### config.mk
export PLATFORM = sky130hd
export DESIGN_NAME = pipe_bypass_chain
export DESIGN_NICKNAME = d
export VERILOG_FILES = /design/src/rtl/pipe_pkg.sv /design/src/rtl/pipe_bypass_chain_bypass_match.sv /design/src/rtl/pipe_bypass_chain.sv
export SDC_FILE = /design/constraint.sdc
export NUM_CORES = 1
export LEC_CHECK = 0
export CORE_MARGIN = 1.5
export CORE_UTILIZATION = 35
export CTS_BUF_LIST = sky130_fd_sc_hd__clkbuf_2
export DETAILED_ROUTE_END_ITERATION = 10
export HOLD_SLACK_MARGIN = 0.06
export PLACE_DENSITY = 0.63
export SLEW_MARGIN = 20
export SYNTH_ARGS = -nofsm -noshare
export SYNTH_HDL_FRONTEND = slang
export SYNTH_HIERARCHICAL = 1
export SYNTH_SLANG_ARGS = --single-unit
### constraint.sdc
create_clock -name clk_i -period 3.4 [get_ports clk_i]
set_input_delay 0.34 -clock clk_i [delete_from_list [all_inputs] [get_ports clk_i]]
set_output_delay 0.34 -clock clk_i [all_outputs]
set_load 0.02 [all_outputs]
### src/rtl/pipe_pkg.sv
`default_nettype none
// +----------------------------------------------------------------------------+
// | pipe_pkg: shared defaults, stage-entry layout and readiness conventions     |
// | for the post-execute pipeline and its forwarding network.                  |
// | Revision: 1.0                                                              |
// +----------------------------------------------------------------------------+
package pipe_pkg;

    localparam int DATA_W_DEF    = 16;
    localparam int REG_AW_DEF    = 3;
    localparam int DEPTH_DEF     = 4;
    localparam int NRD_DEF       = 2;
    localparam int UPD_STAGE_DEF = 1;
    localparam int RDY_W_DEF     = $clog2(DEPTH_DEF);

    // ALU results are final on entry; loads become final once past the update stage.
    localparam int RDY_ALU      = 0;
    localparam int RDY_LOAD_DEF = UPD_STAGE_DEF + 1;

    function automatic int rdy_load(input int upd_stage);
        return upd_stage + 1;
    endfunction

    typedef struct packed {
        logic                  v;
        logic [DATA_W_DEF-1:0] res;
        logic [REG_AW_DEF-1:0] dst;
        logic                  we;
        logic [RDY_W_DEF-1:0]  rdy;
    } stage_t;

endpackage
`default_nettype wire

### src/rtl/pipe_bypass_chain_bypass_match.sv
`default_nettype none
// +----------------------------------------------------------------------------+
// | bypass_match: one forwarding read port; youngest matching stage wins.      |
// | Option: R0_ZERO_EN forces reads of register 0 to zero.                     |
// | Revision: 1.0                                                              |
// +----------------------------------------------------------------------------+
module bypass_match #(
    parameter int DATA_W = 16,
    parameter int REG_AW = 3,
    parameter int DEPTH  = 4
) (
    input  logic [DEPTH-1:0]        cand_i,
    input  logic [DEPTH-1:0]        ready_i,
    input  logic [DEPTH*REG_AW-1:0] dst_i,
    input  logic [DEPTH*DATA_W-1:0] res_i,
    input  logic [REG_AW-1:0]       addr_i,
    input  logic [DATA_W-1:0]       rf_data_i,
    output logic [DATA_W-1:0]       data_o,
    output logic                    hazard_o
);

    // Scan oldest to youngest so the youngest match overwrites any older one.
    always_comb begin
        data_o   = rf_data_i;
        hazard_o = 1'b0;
        for (int i = DEPTH - 1; i >= 0; i--) begin
            if (cand_i[i] && (dst_i[i*REG_AW +: REG_AW] == addr_i)) begin
                data_o   = res_i[i*DATA_W +: DATA_W];
                hazard_o = ~ready_i[i];
            end
        end
`ifdef R0_ZERO_EN
        if (addr_i == '0) begin
            data_o   = '0;
            hazard_o = 1'b0;
        end
`endif
    end

endmodule
`default_nettype wire

### src/rtl/pipe_bypass_chain.sv
`default_nettype none
// +----------------------------------------------------------------------------+
// | pipe_bypass_chain: DEPTH-stage ALU-to-writeback pipe with NRD-port         |
// | forwarding and load-use hazard detection. Option: R0_ZERO_EN.              |
// | Revision: 1.0                                                              |
// +----------------------------------------------------------------------------+
module pipe_bypass_chain
    import pipe_pkg::*;
#(
    parameter int DATA_W    = DATA_W_DEF,
    parameter int REG_AW    = REG_AW_DEF,
    parameter int DEPTH     = DEPTH_DEF,
    parameter int NRD       = NRD_DEF,
    parameter int UPD_STAGE = UPD_STAGE_DEF
) (
    input  logic                       clk_i,
    input  logic                       reset_i,
    input  logic                       enable_i,
    input  logic                       flush_i,
    input  logic                       in_valid_i,
    input  logic [DATA_W-1:0]          in_result_i,
    input  logic [REG_AW-1:0]          in_dest_i,
    input  logic                       in_we_i,
    input  logic [$clog2(DEPTH)-1:0]   in_rdy_i,
    input  logic                       upd_valid_i,
    input  logic [DATA_W-1:0]          upd_result_i,
    input  logic [NRD*REG_AW-1:0]      rd_addr_i,
    input  logic [NRD*DATA_W-1:0]      rd_rf_data_i,
    output logic [NRD*DATA_W-1:0]      rd_data_o,
    output logic [NRD-1:0]             rd_hazard_o,
    output logic                       wb_we_o,
    output logic [REG_AW-1:0]          wb_dest_o,
    output logic [DATA_W-1:0]          wb_result_o
);

    localparam int RW = $clog2(DEPTH);

    typedef struct packed {
        logic              v;
        logic [DATA_W-1:0] res;
        logic [REG_AW-1:0] dst;
        logic              we;
        logic [RW-1:0]     rdy;
    } ent_t;

    ent_t                   stg_q [DEPTH];
    ent_t                   stg_d [DEPTH];
    logic [RW-1:0]          w_rdy_in;
    logic [DEPTH-1:0]       w_cand;
    logic [DEPTH-1:0]       w_ready;
    logic [DEPTH*REG_AW-1:0] w_dst_flat;
    logic [DEPTH*DATA_W-1:0] w_res_flat;

    // Out-of-range readiness is clamped to writeback so the op is never stuck.
    assign w_rdy_in = ({1'b0, in_rdy_i} > (RW+1)'(DEPTH-1)) ? RW'(DEPTH-1) : in_rdy_i;

    always_comb begin
        for (int i = 0; i < DEPTH; i++) begin
            stg_d[i] = stg_q[i];
        end
        if (enable_i) begin
            stg_d[0] = '{v: in_valid_i, res: in_result_i, dst: in_dest_i,
                         we: in_we_i, rdy: w_rdy_in};
            for (int i = 1; i < DEPTH; i++) begin
                stg_d[i] = stg_q[i-1];
            end
            if (upd_valid_i && stg_q[UPD_STAGE].v) begin
                stg_d[UPD_STAGE+1].res = upd_result_i;
            end
        end
        if (flush_i) begin
            stg_d[0].v = 1'b0;
        end
    end

    always_ff @(posedge clk_i) begin
        for (int i = 0; i < DEPTH; i++) begin
            if (reset_i) begin
                stg_q[i] <= '0;
            end else begin
                stg_q[i] <= stg_d[i];
            end
        end
    end

    generate
        for (genvar i = 0; i < DEPTH; i++) begin : g_flat
`ifdef R0_ZERO_EN
            assign w_cand[i] = stg_q[i].v & stg_q[i].we & (|stg_q[i].dst);
`else
            assign w_cand[i] = stg_q[i].v & stg_q[i].we;
`endif
            assign w_ready[i]                       = (RW'(i) >= stg_q[i].rdy);
            assign w_dst_flat[i*REG_AW +: REG_AW]   = stg_q[i].dst;
            assign w_res_flat[i*DATA_W +: DATA_W]   = stg_q[i].res;
        end

        for (genvar p = 0; p < NRD; p++) begin : g_port
            bypass_match #(
                .DATA_W (DATA_W),
                .REG_AW (REG_AW),
                .DEPTH  (DEPTH)
            ) u_match (
                .cand_i    (w_cand),
                .ready_i   (w_ready),
                .dst_i     (w_dst_flat),
                .res_i     (w_res_flat),
                .addr_i    (rd_addr_i[p*REG_AW +: REG_AW]),
                .rf_data_i (rd_rf_data_i[p*DATA_W +: DATA_W]),
                .data_o    (rd_data_o[p*DATA_W +: DATA_W]),
                .hazard_o  (rd_hazard_o[p])
            );
        end
    endgenerate

    assign wb_we_o     = w_cand[DEPTH-1];
    assign wb_dest_o   = stg_q[DEPTH-1].dst;
    assign wb_result_o = stg_q[DEPTH-1].res;

    a_rdy_legal: assert property (@(posedge clk_i) disable iff (reset_i)
        in_valid_i |-> ({1'b0, in_rdy_i} <= (RW+1)'(DEPTH-1)));

endmodule
`default_nettype wire

==> results of run 1 <==
## power by group through the flow
stage,clock network (mW),logic [mW],registers (mW)
floorplan,0,0.263,1.15
global placement,0,0.415,1.17
detailed placement,0,0.421,1.17
CTS,0.559,0.423,1.15
global route,0.606,0.451,1.16
finish,0.534,0.419,1.15
## critical path, cell delays in order, from the launching register on
cell,delay (ns)
dfxtp_1,0.48
xnor2_1,0.14
nand4_1,0.17
buf_12,0.22
mux2i_1,0.23
a211oi_2,0.10
a221o_2,0.32
clkdlybuf4s50_1,0.54
## Yosys cell counts (5+ instances only)
cell type,number
xnor2_1,24
a311oi_2,11
clkbuf_1,11
a211oi_1,16
buf_4,34
nor2_1,126
a221o_2,18
nand3_1,16
a221o_1,14
buf_6,18
dfxtp_1,90
a311oi_1,5
a211oi_2,18
a21bo_1,8
buf_2,13
mux2i_1,106
a21bo_2,8
## cell usage in the layout (no fill, tap or decap), types with 4 or more instances in the layout
| cell | n |
|---|---|
| a211oi_1 | 16 |
| a211oi_2 | 18 |
| a21bo_1 | 8 |
| a21bo_2 | 8 |
| a221o_1 | 14 |
| a221o_2 | 18 |
| a311oi_1 | 5 |
| a311oi_2 | 11 |
| and2_1 | 4 |
| and4_1 | 4 |
| buf_12 | 5 |
| buf_4 | 17 |
| clkbuf_2 | 12 |
| clkdlybuf4s50_1 | 132 |
| dfxtp_1 | 90 |
| mux2i_1 | 106 |
| nand3_1 | 16 |
| nand4_1 | 4 |
| nor2_1 | 126 |
| xnor2_1 | 24 |
## cell families (layout without fill, tap and decap cells)
kind of cell / count (synthesis) / in the layout
DFF: 90 / 90
xor gates and xnor gates: 24 / 24
AOI/OAI and AO/OA: 100 / 100
muxes: 106 / 106
other: 1 / 2
buffers and inverters: 77 / 172
and+or+nand+nor: 160 / 160
## layout make-up
class,instances,area [um^2],share of cell area
tap,188,235,0.0349
clock inverter,4,42.5,0.00632
clock buffer,12,60.1,0.00892
multi-input combinational,392,3030,0.450
inverter,1,3.75,0.000557
timing repair buffer,155,1560,0.232
sequential,90,1800,0.268
## layer usage
layer / vias to the layer above / global-route usage / part of all wire
met3: 26 / 0.0377 / 0.057
met1: 2237 / 0.260 / 0.46
met2: 163 / 0.313 / 0.46
met5: - / 0 / 0
li1: 2170 / - / -
met4: 0 / 0.0876 / 0.022
## worst max-delay path by stage
stage / startpoint / endpoint / slack (ns)
after floorplan: rd_addr_i[0] / rd_hazard_o[0] / 1.14
after global placement: rd_addr_i[3] / rd_hazard_o[1] / 0.38
after detailed placement: rd_addr_i[2] / rd_hazard_o[0] / 0.35
after CTS: stg_q[0][22] / rd_hazard_o[0] / 0.18
after global routing: stg_q[0][22] / rd_hazard_o[1] / 0.06
final: stg_q[3][5] / rd_data_o[27] / 0.28
## repair_timing
action / in CTS / in global routing
buffers inserted: 0 / 0
hold buffers: 0 / 0
resized for setup: 0 / 1
setup endpoints to repair: 0 / 1
## stage by stage
stage	instance area, um^2	utilization
after floorplan	5400	-
after global placement	6630	0.438
after detailed placement	6630	0.438
after CTS	6730	0.445
after global routing	6740	0.445
final	6740	0.445
==> impl_summary.log, run 1 <==
INFO  metric status = complete, no violations
INFO  metric ys_seq_area_frac = 0.334
INFO  metric n_antenna_cell = 0
INFO  metric total_power = 2.10 mW
INFO  metric port-buffer-count = about 140
INFO  metric post_synth_xor_area_fraction = 0.0390
INFO  metric top_area_cells_in_the_synthesized_netlist = dfxtp_1 33%, mux2i_1 20%, nor2_1 8.8%
INFO  metric cts_buffer_count = 9
INFO  metric floorplan.core_area = between 15000 and 20000 um^2
INFO  metric pwr-share-seq = 0.547
INFO  metric transition_time_at_the_pin_with_the_least_slew_margin = 1.04 ns
INFO  metric mappedNetlistArea = 5390 um^2
INFO  metric die_w = 127 um
INFO  metric timing.final.ws_setup = 0.283 ns
INFO  metric clkPwrFrac = 0.254
INFO  metric area_growth = 24.9%
INFO  metric fin_setup_tns = 0 ns
INFO  metric worst_hold_margin = about 0.30 ns
INFO  metric site_rows = 45
INFO  metric drc = 0
INFO  metric antenna_found_initial = 0
INFO  metric place.detailed.hpwl = 10800 um
INFO  metric clock_latency = between 0.5 and 0.6 ns
INFO  metric final_min_period_over_clock_period = 0.917
INFO  metric p_switching = 592 uW
INFO  metric p_int = 1.51 mW
INFO  metric worstHoldPathType = input pin to flip-flop
INFO  metric synth_simple_gate_area_frac = 0.125
INFO  metric largest_reg_flops = 90
INFO  metric boundaryPins = 136
INFO  metric rsz0062_at_grt = no
INFO  metric timing.critical_path.arrival = 2.78 ns
INFO  metric grt_pass1_vias = 4700
INFO  metric post_synth_num_cell_types = 27
INFO  metric maxClockFrequency = 321 MHz
INFO  metric finalHoldViolations = 0
INFO  metric setup.worst_path.start_class = flip-flop
INFO  metric synth-main-ff-cell = dfxtp_1
INFO  metric holdPathEnd = stg_q[0][22]
INFO  metric route.detailed.wl_per_inst = 18.6 um
INFO  metric hold_path_startpoint = flush_i
INFO  metric cts_tree = built
INFO  metric path_class = flip-flop to output pin
INFO  metric n_fill_cell = 1463
INFO  metric leakage_power_summed_over_all_cells = 2.90 nW
INFO  metric ys_warn_count = 6
INFO  metric hold_path_stages = 2
INFO  metric p_sw_frac = 0.281
INFO  metric registers.top_by_ff_count = stg_q
INFO  metric vdd_drop_max = 0.160 mV
INFO  metric critical_path.endpoint_type = output pin
INFO  metric cts.sinks = 90
INFO  metric grt_first_pass_wirelength = 24900 um
INFO  metric ant_nets = 0
INFO  metric groute.usage.overall = 0.197
INFO  metric power.combinational.fraction = 0.199
INFO  metric adder_cell_fraction_of_synth_area = 0
INFO  metric worst-r2r-setup-slack = 2.12 ns
INFO  metric reg_top3 = stg_q x90
INFO  metric fraction_of_registers_with_async_set_or_reset_after_synthesis = 0
INFO  metric via_per_inst = 5.46
INFO  metric post-place-ws = 0.354 ns
INFO  metric ff2ff_path_depth = 3
INFO  metric htreeDepth = 3
INFO  metric post_layout_nonfiller_instances = between 800 and 900
INFO  metric placed_cells = 826
INFO  metric initial_utilization = 0.356
INFO  metric place.gp.congestion = 0.873
INFO  metric cp_max_fo = 17
INFO  metric final.min_clock_period = 3.12 ns
INFO  metric grt_max_degree = 91
INFO  metric synth_top_area_share = 0.334
INFO  metric yosys-mux-area-fraction = 0.197
INFO  metric number_of_synthesized_flops_with_an_enable_pin = 0
INFO  metric vias = 4596
INFO  metric powerDensity = 312 nW/um^2
INFO  metric synth_top_family_by_area = compound AO/OA/AOI/OAI gates
INFO  metric slew-limit-headroom = 0.309
INFO  metric setup-violations-final = 0
INFO  metric crit-reg2reg-capture = stg_q[2][17]
INFO  metric netlist_instances = 558
INFO  metric postSynthRegisterBits = 90
INFO  metric reg2reg_from = stg_q[1][22]
INFO  metric clock_transition_at_the_register_clock_pins_on_the_worst_setup_and_hold_paths_after_cts = between 0.2 and 0.25 ns
INFO  metric layout_cells_sized_above_1 = 0.142
INFO  metric clock_skew = around 0.018 ns
INFO  metric syn_avg_cell_area = 9.66 um^2
INFO  metric worst-endpoint-required = 3.06 ns
INFO  metric yosysTopAreaCell = dfxtp_1
INFO  metric clock-root-buffer = clkbuf_2
INFO  metric finalMaxSlewViolations = 0
INFO  metric synthesized_area_fraction_occupied_by_ao_oa_aoi_and_oai_cells = 0.199
INFO  metric firstDrtPassIters = 4
INFO  metric route.final.wire_length = approximately 16000 um
INFO  metric max_cap_viols = 0
INFO  metric die_h = 127 um
INFO  metric nNetsFinal = around 730
INFO  metric first_iter_violations = 221
INFO  metric clock_tree.buffer_depth = 2
INFO  metric grt_remaining_overflow = 0
INFO  metric die-area = 16200 um^2
No activity file was read; power rests on OpenSTA's default activity.
==> inputs of run 2 (changes only) <==
Settings changed: CORE_MARGIN 1.5 to 3.
==> run 2 against run 1 <==
  * Power up 3.3%
  * Highest routed layer unchanged
  * Clock-buffer cell count down 3
  * Largest power group unchanged
  * First-iteration DRC count up 33%
  * Maximum frequency down 2.6%
  * Routed wire length up 1.0%
==> impl_summary.log, run 2 (synthesized netlist as in run 1, its figures left out) <==
INFO  metric drc = 0 (unchanged)
INFO  metric die_h = 130 um (+2.4%)
INFO  metric clock_transition_at_the_register_clock_pins_on_the_worst_setup_and_hold_paths_after_cts = 0.24 ns (about the same)
INFO  metric fin_setup_tns = 0 ns (unchanged)
INFO  metric htreeDepth = 3 (unchanged)
INFO  metric crit_path_start = stg_q[3][5]
INFO  metric power.combinational.fraction = 0.193 (-0.006)
INFO  metric ff2ff_path_depth = 3 (unchanged)
INFO  metric setup.worst_path.start_class = flip-flop
INFO  metric reg_top3 = stg_q x90
INFO  metric largest_reg_flops = 90 (unchanged)
INFO  metric antenna_found_initial = 1 (+1)
INFO  metric port-buffer-count = 135 (unchanged)
INFO  metric pwr-share-seq = 0.529 (-0.018)
INFO  metric max_cap_viols = 0 (unchanged)
INFO  metric site_rows = 44 (-2.2%)
INFO  metric grt_pass1_vias = 4478 (-4.7%)
INFO  metric cts_buffer_count = 9 (unchanged)
INFO  metric cts_tree = built
INFO  metric timing.critical_path.arrival = 2.86 ns (+0.08 ns)
INFO  metric clock-root-buffer = clkbuf_2
INFO  metric crit_path_end = rd_data_o[21]
INFO  metric final.min_clock_period = 3.20 ns (+0.0831 ns)
INFO  metric layout_cells_sized_above_1 = 0.142 (-0.000445)
INFO  metric finalHoldViolations = 0 (unchanged)
INFO  metric route.final.wire_length = 15900 um (+1.0%)
INFO  metric setup-violations-final = 0 (unchanged)
INFO  metric boundaryPins = 136 (unchanged)
INFO  metric post_layout_nonfiller_instances = 834 (-0.95%)
INFO  metric finalMaxSlewViolations = 0 (unchanged)
INFO  metric maxClockFrequency = 313 MHz (-2.6%)
INFO  metric p_int = 1.57 mW (+4.0%)
INFO  metric die-area = 16900 um^2 (+4.8%)
INFO  metric worstHoldPathType = input pin to flip-flop
INFO  metric layout.cells.most_common_list = 133 x clkdlybuf4s50_1, 126 x nor2_1, 106 x mux2i_1
INFO  metric placed_cells = 817 (-1.1%)
INFO  metric n_fill_cell = 1394 (-4.7%)
INFO  metric nNetsFinal = 726 (-0.68%)
INFO  metric transition_time_at_the_pin_with_the_least_slew_margin = 1.05 ns (+0.0147 ns)
INFO  metric critical_path.endpoint_type = output pin
INFO  metric worst-endpoint-required = 3.06 ns (about the same)
INFO  metric leakage_power_summed_over_all_cells = 2.85 nW (-1.8%)
INFO  metric reg2reg_from = stg_q[1][22]
INFO  metric status = complete, no violations
INFO  metric groute.usage.overall = 0.186 (-0.0108)
INFO  metric cp_max_fo = 17 (unchanged)
INFO  metric final_min_period_over_clock_period = 0.941 (+0.0244)
INFO  metric post-route-util = 0.454 (+0.00884)
INFO  metric place.gp.congestion = 0.905 (+3.6%)
INFO  metric clock_skew = 0.0241 ns (+0.00629 ns)
INFO  metric grt_max_degree = 91 (unchanged)
INFO  metric vdd_drop_max = 0.149 mV (-6.8%)
INFO  metric rsz0062_at_grt = no
INFO  metric p_switching = 600 uW (+1.4%)
INFO  metric area_growth = 24.6%
INFO  metric via_per_inst = 5.37 (-1.6%)
INFO  metric clock_tree.buffer_depth = 2 (unchanged)
INFO  metric worst-r2r-setup-slack = 2.10 ns (-0.02 ns)
INFO  metric commonest_non_fill_non_tap_cell_in_the_layout = clkdlybuf4s50_1
INFO  metric die_w = 130 um (+2.4%)
INFO  metric clkPwrFrac = 0.278 (+0.024)
INFO  metric ant_nets = 0 (unchanged)
INFO  metric powerDensity = 323 nW/um^2 (+3.6%)
INFO  metric cts.sinks = 90 (unchanged)
INFO  metric p_sw_frac = 0.276 (-0.00517)
INFO  metric registers.top_by_ff_count = stg_q
INFO  metric slew-limit-headroom = 0.299 (-0.00980)
INFO  metric place.detailed.hpwl = 10500 um (-2.8%)
INFO  metric floorplan.core_area = 14800 um^2 (-2.2%)
INFO  metric grt_first_pass_wirelength = 24400 um (-1.8%)
INFO  metric route.detailed.wl_per_inst = 19.0 um (+2.0%)
INFO  metric vias = 4481 (-2.5%)
INFO  metric postCtsSetupRepairBufs = 0 (unchanged)
INFO  metric grt_remaining_overflow = 0 (unchanged)
INFO  metric crit-reg2reg-capture = stg_q[2][6]
INFO  metric first_iter_violations = 293 (+33%)
INFO  metric initial_utilization = 0.364 (+0.00809)
INFO  metric path_class = flip-flop to output pin
INFO  metric firstDrtPassIters = 5 (+1)
INFO  metric clock_latency = 0.58 ns (about the same)
run 2: changes by cell type in the layout (fill, tap and decap cells not counted), moves of 3 or more:
cell and change:
buf_4 -5, dfxtp_1 -5, dfxtp_2 +5, clkbuf_2 -3
run 2: worst min path at each step:
stage                            start           end  slack, ns  cells past startpoint
after CTS                      flush_i  stg_q[0][22]       0.19                      2
final                          flush_i  stg_q[0][22]       0.26                      2
after global placement    stg_q[3][22]  stg_q[3][22]       0.47                      2
after floorplan                flush_i  stg_q[0][22]       0.42                      1
after detailed placement   stg_q[3][2]   stg_q[3][2]       0.48                      2
after global routing           flush_i  stg_q[0][22]       0.17                      2
run 2: layout make-up:
class                   instances  area (um^2)  share of cell area
well taps                     184          230              0.0343
inverters                       1         3.75            0.000559
flip-flops and latches         90         1810               0.269
clock inverters                 7         83.8              0.0125
clock buffers                   9         45.0             0.00671
repair buffers                150         1510               0.225
multi-input cells             392         3030               0.451
diodes                          1         2.50            0.000373
run 2: routing by layer:
| layer | GRT usage | up-vias | share of wire |
|---|---|---|---|
| li1 | - | 2165 | - |
| met1 | 0.246 | 2124 | 0.46 |
| met2 | 0.288 | 168 | 0.45 |
| met3 | 0.0630 | 24 | 0.076 |
| met4 | 0.0550 | 0 | 0.016 |
| met5 | 0 | - | 0 |
run 2: what timing repair did:
| action | CTS | global route |
|---|---|---|
| resized for setup | 0 | 6 |
| endpoints found under the setup margin | 0 | 15 |
| hold buffers | 0 | 0 |
run 2: through the flow:
step                hold slack [ns]  total power [mW]  worst slack [ns]  cell area (um^2)
detailed placement            0.478              1.59             0.295              6580
finish                        0.258              2.17             0.200              6720
floorplan                     0.419              1.42              1.14              5400
global route                  0.173              2.29            0.0128              6720
global placement              0.468              1.58             0.347              6580
CTS                           0.187              2.21            0.0570              6700
run 2: critical path, cell delays in order, from the launching register on:
cell and delay (ns):
dfxtp_1 0.48, xnor2_1 0.11, nand4_1 0.11, buf_4 0.35, mux2i_1 0.26, a211oi_2 0.09
a221o_2 0.32, clkdlybuf4s50_1 0.56
run 2: power by group through the flow:
stage / Sequential [mW] / Combinational [mW] / Clock (mW)
global placement: 1.16 / 0.414 / 0
detailed placement: 1.17 / 0.419 / 0
CTS: 1.15 / 0.422 / 0.640
finish: 1.15 / 0.420 / 0.603
global route: 1.16 / 0.451 / 0.681
floorplan: 1.15 / 0.263 / 0
==> RTL change (settings of run 1) <==
Set the package constant `NRD_DEF` to 1 (it was 2).
--- a/src/rtl/pipe_pkg.sv
+++ b/src/rtl/pipe_pkg.sv
@@ -10,5 +10,5 @@
     localparam int REG_AW_DEF    = 3;
     localparam int DEPTH_DEF     = 4;
-    localparam int NRD_DEF       = 2;
+    localparam int NRD_DEF       = 1;
     localparam int UPD_STAGE_DEF = 1;
     localparam int RDY_W_DEF     = $clog2(DEPTH_DEF);
Ports: changed (resized rd_addr_i, rd_data_o, rd_hazard_o and rd_rf_data_i); port bits go from 136 to 100. The function was not compared with the original's and may differ.
==> RTL change against run 1 <==
Power fell by 6.5%; sequential cell count did not move; worst setup slack gained 0.022 ns; area after synthesis is 15% lower; routed wire length fell by 32%; final area shrank 18%; die area fell by 15%; non-clock buffer count decreased by 43; critical path depth did not move; via count down 25%; largest cell class unchanged.
==> RTL change: results (changes against run 1) <==
Drt
The routed length on met2 is 5080 um (-30%). The met1 wire length is 5000 um (-31%). The starting DRC count in detailed routing is 212 (-4.1%). The amount of wire on met3 after detailed routing is 470 um (-48%). The via density per instance is 4.96 (-9.2%). The detail-routed net length per standard cell came to 15.4 um (-18%).

CTS
The clock-pin slew on the worst setup and hold paths was 0.21 ns (-0.02 ns). The clock network latency to the later pin of the worst-skew pair was 0.54 ns (-0.03 ns).

Setup path
The start point of the critical path is stg_q[0][3]. The biggest fanout along the worst timing path was 11 (-6). The reg2reg setup slack is 2.14 ns (+0.02 ns). The endpoint identified for the worst register-to-register timing path is stg_q[2][8]. The depth of the most critical reg-to-reg path is 3 (unchanged). The worst stage delay on the critical path came to 0.65 ns (+0.11 ns). The last element of the critical path is rd_hazard_o.

Outcome
The flow ran to the end, and the final reports show no timing, DRC or antenna violations.

Placement
The number of buffer cells added on primary ports came to 99 (-27%). The HPWL after detailed placement was 7020 um (-35%).

Power and ir drop
The largest voltage drop on the vdd net is 0.188 mV (+18%). The leakage power total is 0.00232 uW (-20%).

Layout
The share of post-route cells with drive strength above 1 came to 0.128 (-0.0141). The final net count is 582 (-20%). The filler cell count in the final layout is 1239 (-15%). The largest registers in the layout are stg_q x90.

The flip-flop count of the largest register after layout is 90 (unchanged).

Hold path
The count of cells along the worst hold path was 2 (unchanged).

STA
The normalized max-slew margin came to 0.323 (+0.0142). The clock skew came to 0.0244 ns (+0.00659 ns).

GRT
The overall track demand over capacity in global routing is 0.163 (-0.0340). The met2 usage in global routing is 0.262 (-0.0510). The routing usage on met3 was 0.0345 (-0.00319). The met1 capacity usage during global routing is 0.209 (-0.0513).

The initial antenna violation count was 1 (+1). The global-route wire length before repair is 17100 um (-31%).

Yosys
The part of the Yosys area used for sequential elements is 0.395 (+0.0609). Counting instances in the post-synthesis netlist gives the leading cell types as nor2_1, dfxtp_1, mux2i_1. By area the synthesized netlist is led by dfxtp_1, mux2i_1, nor2_1, buf_4, a311oi_2.
[RTL change: changes by cell type in the layout (fill, tap and decap cells not counted), sizes merged, moves of 2 or more]
cell           change
a221o             -16
a211oi            -17
and4               -2
nand4              -2
buf                -7
clkdlybuf4s50     -35
mux2i             -16
xnor2             -12
nor2              -18
[RTL change: power breakdown]
part / internal [uW] / total [uW] / switching [uW] / leakage [uW]
Combinational: 176 / 315 / 139 / 0.00151
Clock: 168 / 515 / 347 / 0.0000692
Sequential: 1100 / 1140 / 34.3 / 0.000735
Total: 1440 / 1970 / 521 / 0.00232
[RTL change: metrics by stage]
| step | hold WS, ns | worst slack, ns | utilization | cells | instance area (sq um) |
|---|---|---|---|---|---|
| 2_1_floorplan | 0.419 | 1.14 | - | 458 | 4560 |
| 3_3_place_gp | 0.466 | 0.368 | 0.428 | 680 | 5430 |
| 3_5_place_dp | 0.482 | 0.305 | 0.428 | 680 | 5430 |
| 4_1_cts | 0.237 | 0.209 | 0.436 | 695 | 5520 |
| 5_1_grt | 0.230 | 0.0529 | 0.436 | 696 | 5530 |
| 6_report | 0.327 | 0.305 | 0.436 | 696 | 5530 |
[RTL change: cell type report]
| class | count | area share |
|---|---|---|
| Sequential cell | 90 | 0.326 |
| Clock inverter | 4 | 0.00792 |
| Antenna cell | 1 | 0.000453 |
| Tap cell | 172 | 0.0389 |
| Inverter | 1 | 0.000679 |
| Timing Repair Buffer | 112 | 0.201 |
| Clock buffer | 11 | 0.00996 |
| Multi-Input combinational cell | 305 | 0.415 |
[RTL change: kinds of logic after synthesis]
group | share of synthesized area
AND/OR/NAND/NOR | 0.123
multiplexers | 0.198
flip-flops | 0.395
AO/OA/AOI/OAI | 0.158
buffers and inverters | 0.102
XOR/XNOR | 0.0230
other | 0.000822
